===== src/rtl/data_mem_bridge.sv =====
// Bridges the core's load/store port onto a byte-enabled ready/ack memory bus.
// Define MISALIGN_SPLIT_EN to split word-crossing accesses into two transactions.
module data_mem_bridge #(
   parameter int TIMEOUT = 16
) (
   input  logic        clock,
   input  logic        reset,
   input  logic        cpu_req,
   input  logic        cpu_we,
   input  logic [31:0] cpu_addr,
   input  logic [31:0] cpu_wdata,
   input  logic [2:0]  cpu_memop,
   output logic        cpu_done,
   output logic        cpu_err,
   output logic [31:0] cpu_rdata,
   output logic        busy,
   output logic        mem_req,
   output logic        mem_we,
   output logic [31:0] mem_addr,
   output logic [3:0]  mem_be,
   output logic [31:0] mem_wdata,
   input  logic        mem_ack,
   input  logic [31:0] mem_rdata
);

   localparam logic [1:0] IDLE = 2'd0;
   localparam logic [1:0] ACC0 = 2'd1;
`ifdef MISALIGN_SPLIT_EN
   localparam logic [1:0] ACC1 = 2'd2;
`endif
   localparam logic [1:0] RESP = 2'd3;

   localparam int CW = $clog2(TIMEOUT + 1);
   localparam logic [CW-1:0] TIMEOUT_CNT = CW'(TIMEOUT);

   logic [1:0]    state;
   logic [1:0]    off_q;
   logic [2:0]    memop_q;
   logic          we_q;
   logic [CW-1:0] count;
   logic [CW-1:0] count_inc;
   logic [7:0]    req_be8;
   logic          req_valid;
   logic          req_cross;
   logic          req_reject;
   logic [63:0]   load_pair;
   logic [31:0]   load_result;
   logic          split_next;
`ifdef MISALIGN_SPLIT_EN
   logic [63:0]   req_wd;
   logic [3:0]    be_hi_q;
   logic [31:0]   wd_hi_q;
   logic [31:0]   rdata0_q;
`else
   logic [31:0]   req_wd;
`endif

   function automatic logic [7:0] lane_mask(input logic [1:0] off, input logic [1:0] sz);
      logic [7:0] base;
      case (sz)
         2'b00:   base = 8'h01;
         2'b01:   base = 8'h03;
         default: base = 8'h0F;
      endcase
      return base << off;
   endfunction

   function automatic logic [31:0] align_load(input logic [2:0] memop, input logic [1:0] off,
                                              input logic [63:0] pair);
      logic [31:0] sh;
      logic [31:0] r;
      sh = 32'(pair >> {off, 3'b000});
      case (memop)
         3'b000:  r = {{24{sh[7]}}, sh[7:0]};
         3'b001:  r = {{16{sh[15]}}, sh[15:0]};
         3'b100:  r = {24'h0, sh[7:0]};
         3'b101:  r = {16'h0, sh[15:0]};
         default: r = sh;
      endcase
      return r;
   endfunction

   // Stores only accept the signed size codes; the unsigned variants are load-only.
   always_comb begin
      req_valid = 1'b0;
      case (cpu_memop)
         3'b000, 3'b001, 3'b010: req_valid = 1'b1;
         3'b100, 3'b101:         req_valid = !cpu_we;
         default:                req_valid = 1'b0;
      endcase
   end

   assign req_be8   = lane_mask(cpu_addr[1:0], cpu_memop[1:0]);
   assign req_cross = |req_be8[7:4];
   assign count_inc = count + 1'b1;
   assign busy      = (state != IDLE);

`ifdef MISALIGN_SPLIT_EN
   assign req_wd     = {32'h0, cpu_wdata} << {cpu_addr[1:0], 3'b000};
   assign req_reject = !req_valid;
   assign split_next = (state == ACC0) && (be_hi_q != 4'h0);
   assign load_pair  = (state == ACC1) ? {mem_rdata, rdata0_q} : {32'h0, mem_rdata};
`else
   assign req_wd     = cpu_wdata << {cpu_addr[1:0], 3'b000};
   assign req_reject = !req_valid || req_cross;
   assign split_next = 1'b0;
   assign load_pair  = {32'h0, mem_rdata};
`endif

   assign load_result = align_load(memop_q, off_q, load_pair);

   // Bus outputs are registered so they stay stable for as long as mem_req is high.
   always_ff @(posedge clock or negedge reset) begin
      if (!reset) begin
         state     <= IDLE;
         off_q     <= '0;
         memop_q   <= '0;
         we_q      <= 1'b0;
         count     <= '0;
         cpu_done  <= 1'b0;
         cpu_err   <= 1'b0;
         cpu_rdata <= '0;
         mem_req   <= 1'b0;
         mem_we    <= 1'b0;
         mem_addr  <= '0;
         mem_be    <= '0;
         mem_wdata <= '0;
`ifdef MISALIGN_SPLIT_EN
         be_hi_q   <= '0;
         wd_hi_q   <= '0;
         rdata0_q  <= '0;
`endif
      end else begin
         cpu_done <= 1'b0;
         cpu_err  <= 1'b0;
         case (state)
            IDLE: begin
               if (cpu_req) begin
                  off_q   <= cpu_addr[1:0];
                  memop_q <= cpu_memop;
                  we_q    <= cpu_we;
                  if (req_reject) begin
                     state     <= RESP;
                     cpu_done  <= 1'b1;
                     cpu_err   <= 1'b1;
                     cpu_rdata <= '0;
                  end else begin
                     state     <= ACC0;
                     count     <= '0;
                     mem_req   <= 1'b1;
                     mem_we    <= cpu_we;
                     mem_addr  <= {cpu_addr[31:2], 2'b00};
                     mem_be    <= req_be8[3:0];
                     mem_wdata <= req_wd[31:0];
`ifdef MISALIGN_SPLIT_EN
                     be_hi_q   <= req_be8[7:4];
                     wd_hi_q   <= req_wd[63:32];
`endif
                  end
               end
            end
`ifdef MISALIGN_SPLIT_EN
            ACC0, ACC1: begin
`else
            ACC0: begin
`endif
               if (mem_ack && split_next) begin
`ifdef MISALIGN_SPLIT_EN
                  state     <= ACC1;
                  count     <= '0;
                  rdata0_q  <= mem_rdata;
                  mem_addr  <= mem_addr + 32'd4;
                  mem_be    <= be_hi_q;
                  mem_wdata <= wd_hi_q;
`endif
               end else if (mem_ack) begin
                  state     <= RESP;
                  mem_req   <= 1'b0;
                  cpu_done  <= 1'b1;
                  cpu_rdata <= we_q ? 32'h0 : load_result;
               end else if (count_inc == TIMEOUT_CNT) begin
                  state     <= RESP;
                  mem_req   <= 1'b0;
                  cpu_done  <= 1'b1;
                  cpu_err   <= 1'b1;
                  cpu_rdata <= '0;
               end else begin
                  count <= count_inc;
               end
            end
            RESP:    state <= IDLE;
            default: state <= IDLE;
         endcase
      end
   end

endmodule


===== config.mk =====
export PLATFORM = sky130hd
export DESIGN_NAME = data_mem_bridge
export DESIGN_NICKNAME = d
export VERILOG_FILES = /design/src/rtl/data_mem_bridge.sv
export SDC_FILE = /design/constraint.sdc
export NUM_CORES = 1
export LEC_CHECK = 0
export ABC_AREA = 1
export CAP_MARGIN = 5
export CELL_PAD_IN_SITES_DETAIL_PLACEMENT = 1
export CELL_PAD_IN_SITES_GLOBAL_PLACEMENT = 1
export CORE_MARGIN = 2
export CORE_UTILIZATION = 48
export CTS_CLUSTER_SIZE = 20
export DETAILED_ROUTE_END_ITERATION = 10
export DONT_BUFFER_PORTS = 1
export PLACE_DENSITY = 0.86
export SLEW_MARGIN = 20
export SYNTH_ARGS = -nofsm -noshare
export SYNTH_HDL_FRONTEND = slang
export SYNTH_SLANG_ARGS = --single-unit

===== constraint.sdc =====
create_clock -name clock -period 4.2 [get_ports clock]
set_clock_uncertainty 0.15 [all_clocks]
set_input_delay 1.26 -clock clock [delete_from_list [all_inputs] [get_ports clock]]
set_output_delay 1.26 -clock clock [all_outputs]
set_load 0.05 [all_outputs]

=== Yosys cells after proc, flatten, opt, wreduce, memory -nomap -nowiden ===
Cells that the tools add are included.

* Muxes and demuxes: 31
* Bitwise logic cells: 1
* Reduce and logical (&&, ||, !) cells: 18
* Shifts and indexed selects: 3
* Add/sub/neg operators: 1
* Equality and inequality tests: 16

{| class="wikitable"
|+ Operators by type and width
! operator !! count
|-
| 2-to-1 mux 32 bit || 5
|-
| case mux 32 bit (4 select lines) || 1
|-
| case mux 32 bit (2 select lines) || 1
|-
| << shifter 32 x 5 -> 32 bit || 1
|-
| >> shifter 32 x 5 -> 32 bit || 1
|-
| 2-to-1 mux 5 bit || 4
|-
| == test 3 bit, second input constant || 4
|-
| != test 2 bit, second input constant || 5
|-
| case mux 5 bit (2 select lines) || 1
|-
| 2-to-1 mux 1 bit || 9
|-
| 2-to-1 mux 2 bit || 4
|-
| case mux 1 bit (2 select lines) || 4
|-
| case mux 4 bit (2 select lines) || 1
|-
| AND reduction 4 bit || 2
|-
| << shifter 8 x 2 -> 8 bit || 1
|-
| == test 3 x 1 -> 1 bit, second input constant || 2
|-
| logical NOT 3 bit || 2
|-
| adder 5 x 1 -> 5 bit, second input constant || 1
|-
| == test 5 bit, second input constant || 1
|-
| AND reduction 5 bit || 1
|-
| == test 2 x 1 -> 1 bit, second input constant || 2
|-
| logical NOT 2 bit || 2
|-
| case mux 2 bit (2 select lines) || 1
|-
| AND reduction 2 bit || 2
|-
| other kinds (10) || 12
|}

* Word-level logic and storage cells: 83
* Register bits after elaboration: 115
* Output and inout port bits: 105
* Input port bits: 104

=== Depth between registers and ports, before layout ===
* Word-level depth: 8
* Gate-level depth with buffers: 11
* Gate-level depth less buffers: 10

=== Worst setup path after synthesis ===
Ideal clock, no wire load.

* Kind: input -> register
* From: in cpu_addr[0]
* To: reg mem_be[1]
* Required time: 3.932 ns
* Stages: 11
* Arrival time: 2.295 ns
* Path slack: 1.637 ns
* Setup time: 0.118 ns
* Path buffers: 3
* Path through: buf_2 -> inv_4 -> nand2_2 -> nand3_2 -> nand2_2 -> nor2_8 -> inv_4 -> buf_6 -> buf_6 -> nand2_1 -> nand2_1

* Longest elaborated chain between the ends: 5

{| class="wikitable"
|+ RTL lines
! what !! line !! text
|-
| from (decl) || 10 || <nowiki>input logic [31:0] cpu_addr,</nowiki>
|-
| << shifter 8 x 2 -> 8 bit * || 65 || <nowiki>return base << off;</nowiki>
|-
| OR reduction 4 bit || 94 || <nowiki>assign req_cross = |req_be8[7:4];</nowiki>
|-
| logical OR 1 bit || 105 || <nowiki>assign req_reject = !req_valid || req_cross;</nowiki>
|-
| NOT 1 bit (no source line) || -- ||
|-
| AND reduction 3 bit (no source line) || -- ||
|-
| to (signal assigned) || 153 || <nowiki>mem_be <= req_be8[3:0];</nowiki>
|-
| to (decl) || 20 || <nowiki>output logic [3:0] mem_be,</nowiki>
|}

Mark *: on every way between the ends. The rest lies on a longest branch, timed or not.
A chain may end at the register's enable or synchronous reset.

=== Worst setup path after layout ===
* From: in cpu_addr[0]
* To: reg mem_wdata[7]

* Longest elaborated chain between the ends: 5
* Elaborated cells on any way between the ends: 6
* Classes of those cells: shift: 2; bitwise: 1; reduce/logical: 3

{| class="wikitable"
|+ RTL lines
! what !! line !! text
|-
| << shifter 8 x 2 -> 8 bit || 65 ||
|-
| OR reduction 4 bit || 94 ||
|-
| logical OR 1 bit || 105 ||
|-
| NOT 1 bit (no source line) || -- ||
|-
| AND reduction 3 bit (no source line) || -- ||
|-
| to (signal assigned) || 154 || <nowiki>mem_wdata <= req_wd[31:0];</nowiki>
|-
| to (decl) || 21 || <nowiki>output logic [31:0] mem_wdata,</nowiki>
|}

Parallel ways exist; a longest one is shown, timed or not.

==> impl_results.md <==
* DR WL/cell at 19.1 microns
* First-pass DRT Iterations at 4
* Die extent in x at 113 microns
* Static power due to leakage at 3.33 nW
* Crit share post-route at 0.727
* Fraction of synthesis flops using an asynchronous set or reset pin at 1.00
* Path category of the worst min-delay check: reg2reg
* Worst-margin pin slew at 0.990 ns
* Total wire length at 16,600 microns
* Number of resized instances in the post-cts repair step at 0
* Final TNS setup at 0 ns
* Area growth from synthesis to final layout at 11.6%
* Clock slew seen by the registers of the worst setup and hold paths at 0.05 ns
* Number of input and output port buffers inserted at 0
* Hold violation count in the final report at 0
* Number of enable-type register cells in the synthesized netlist at 0
* Worst voltage drop across the vdd grid at 0.525 mV
* Fin Hold WS at 0.355 ns
* Via-per-instance ratio at 5.60
* Max Buffers Root-to-Sink at 2
* Die ar. at 0.0127 sq mm
* Number of placement rows at 39
* RSZ-0062 raised after global routing: no
* Avg Inst Size Synth at 7.71 sq um
* Number of buffers added for setup after CTS at 0
* Library cells used by synthesis at 31
* Clock Root Buffer: sky130_fd_sc_hd__clkbuf_16
* I/O pin cnt at 209
* Worst Setup End Kind: register
* Diodes inserted at 0
* Remaining routing DRC violations at 0
* Crit path required time at 4.40 ns
* Register Area at 0.00288 sq mm
* Critical Path AT at 3.25 ns
* Fraction of layout cells with a size suffix above 1 at 0.0768
* Detailed-placement wirelength estimate at 11,700 microns
* Power per standard cell area at 977 mW/mm^2
* Post-Synthesis Cells at 735
* Initial antenna violation count at 0
* Initial detailed-routing violation count at 327
* Maxcap violations at 0
* Initial core utilization at 0.494
* Via count of the first global-routing pass at 5,191
* Area of the multi-input gates at 0.00243 sq mm
* H-tree levels at 4
* Flip-flop and latch count after synthesis at 115
* Minimum period implied by the final worst setup slack at 3.05 ns
* Via count at 4,887
* Total routing usage reported by global routing at 0.265
* Number of antenna-violating nets in the routed design at 0
* Clock latency on the worst-skew pair at 0.41 ns
* Chip Height at 113 microns
* Post-detailed-placement cell area at 0.00567 sq mm
* Cell area after synthesis at 0.00566 sq mm
* Final design area excluding fillers at 0.00632 sq mm
* Pin count of the biggest net entering global routing at 116
* Sinks on Clock Net at 115
* Peak clock frequency supported by timing at 327 MHz
* Worst setup path category: in2reg
* Slew Limit Headroom at 0.339
* CTS tree: yes
* Startpoint type of the worst setup path: primary input
* Primary flip-flop cell chosen by synthesis mapping: sky130_fd_sc_hd__dfrtp_1
* Worst reg2reg setup slack at 1.48 ns
* Overflow left after global routing at 0
* Count of hold-fix buffers inserted at cts at 0
* Crit Path Max Fanout at 87
* Placeable Area at 0.0115 sq mm
* Endpoints failing setup at 0
* Post-layout net count at 821
* Fillers at 1,412
* Placer's final routability congestion estimate at 0.851
* First-pass GRT wire length at 26,500 microns
* Warning count from the yosys run at 0
* Post-synthesis sequential area ratio at 0.508
* Outcome: finished, final reports clean
* Number of buffers inserted during clock tree synthesis at 17
* Slew Limit Fails at 0
[metal layers]
layer  GRT usage  up-vias  share of wire
li1            -     2328              -
met1       0.336     2353           0.43
met2       0.421      178           0.47
met3      0.0961       28          0.085
met4      0.0959        0          0.018
met5           0        -              0
[state kept, by name, summed over array words and instances, names as in the netlist]
name	cells
count	5
mem_wdata	32
memop_q	3
mem_addr	30
state	2
cpu_done	1
off_q	2
mem_be	4
we_q	1
mem_we	1
cpu_err	1
cpu_rdata	32
mem_req	1
[area by class of cell]
type	count	share of cell area
Tap cell	143	0.0283
Clock buffer	17	0.0673
Timing Repair Buffer	6	0.00910
Multi-Input combinational cell	546	0.385
Clock inverter	15	0.0366
Sequential cell	115	0.455
Inverter	30	0.0186
[stage by stage]
stage / instances / total power, mW / util / worst slack, ns
2_1_floorplan: 736 / 4.22 / - / 1.64
3_3_place_gp: 840 / 4.51 / 0.494 / 0.874
3_5_place_dp: 840 / 4.60 / 0.494 / 0.721
4_1_cts: 872 / 6.23 / 0.551 / 1.14
5_1_grt: 872 / 6.51 / 0.551 / 0.950
6_report: 872 / 6.18 / 0.551 / 1.15
[layout by cell type, fill, tap and decap left out, types with 2 or more instances in the layout]
cell type / Yosys / final
sky130_fd_sc_hd__a21oi_1: 2 / 2
sky130_fd_sc_hd__a22oi_1: 8 / 8
sky130_fd_sc_hd__buf_4: 3 / 5
sky130_fd_sc_hd__bufinv_16: 0 / 5
sky130_fd_sc_hd__clkbuf_16: 0 / 17
sky130_fd_sc_hd__clkinv_4: 0 / 5
sky130_fd_sc_hd__clkinvlp_4: 0 / 2
sky130_fd_sc_hd__conb_1: 1 / 2
sky130_fd_sc_hd__dfrtp_1: 115 / 115
sky130_fd_sc_hd__inv_1: 24 / 24
sky130_fd_sc_hd__inv_2: 3 / 3
sky130_fd_sc_hd__inv_4: 2 / 2
sky130_fd_sc_hd__inv_6: 0 / 2
sky130_fd_sc_hd__mux2i_1: 7 / 7
sky130_fd_sc_hd__nand2_1: 337 / 337
sky130_fd_sc_hd__nand2_2: 4 / 4
sky130_fd_sc_hd__nand3_1: 92 / 92
sky130_fd_sc_hd__nand3_2: 3 / 3
sky130_fd_sc_hd__nor2_1: 12 / 10
sky130_fd_sc_hd__nor2_2: 1 / 3
sky130_fd_sc_hd__o211ai_1: 7 / 7
sky130_fd_sc_hd__o21ai_0: 60 / 60
sky130_fd_sc_hd__o21ai_1: 2 / 2
sky130_fd_sc_hd__o31ai_1: 2 / 2
[worst paths after layout]
kind                                 startpoint                        end  cells past startpoint
max in group asynchronous                 reset   mem_wdata[2]$_DFFE_PN0P_                      0
hold reg to reg                we_q$_DFFE_PN0P_           we_q$_DFFE_PN0P_                      2
setup / recovery                    cpu_addr[0]   mem_wdata[7]$_DFFE_PN0P_                      9
hold / removal                 we_q$_DFFE_PN0P_           we_q$_DFFE_PN0P_                      2
setup reg to reg           state[0]$_DFFE_PN0P_   mem_wdata[7]$_DFFE_PN0P_                      7
min in group asynchronous                 reset  cpu_rdata[14]$_DFFE_PN0P_                      0
[cells by family after synthesis]
family / count (synthesis) / share of synthesized area
compound gates: 83 / 0.0820
fa+ha+maj: 1 / 0.00221
buf+inv: 75 / 0.0638
flops: 115 / 0.508
mux: 7 / 0.0124
other cells: 1 / 0.000662
simple gates: 453 / 0.331
[critical path: stages]
cell                      delay, ns
sky130_fd_sc_hd__inv_4         0.19
sky130_fd_sc_hd__nand2_2       0.13
sky130_fd_sc_hd__nand3_2       0.10
sky130_fd_sc_hd__nand2_2       0.11
sky130_fd_sc_hd__nor2_8        0.40
sky130_fd_sc_hd__inv_4         0.39
sky130_fd_sc_hd__nor2_2        0.43
sky130_fd_sc_hd__nand2_1       0.11
sky130_fd_sc_hd__nand2_1       0.07
[synthesized netlist by cell type (6+ instances only)]
| master | instances | area, sq um |
|---|---|---|
| sky130_fd_sc_hd__buf_6 | 6 | 67.6 |
| sky130_fd_sc_hd__nor2_1 | 12 | 45.0 |
| sky130_fd_sc_hd__mux2i_1 | 7 | 70.1 |
| sky130_fd_sc_hd__a22oi_1 | 8 | 60.1 |
| sky130_fd_sc_hd__clkbuf_1 | 18 | 67.6 |
| sky130_fd_sc_hd__nand2_1 | 337 | 1260 |
| sky130_fd_sc_hd__nand3_1 | 92 | 460 |
| sky130_fd_sc_hd__dfrtp_1 | 115 | 2880 |
| sky130_fd_sc_hd__buf_2 | 15 | 75.1 |
| sky130_fd_sc_hd__o211ai_1 | 7 | 52.6 |
| sky130_fd_sc_hd__inv_1 | 24 | 90.1 |
| sky130_fd_sc_hd__o21ai_0 | 60 | 300 |
[report_power, final]
| part | switching [mW] | internal (mW) |
|---|---|---|
| logic | 0.909 | 0.426 |
| clock network | 0.535 | 1.06 |
| registers | 1.73 | 1.52 |
(Power assumes the default switching activity.)
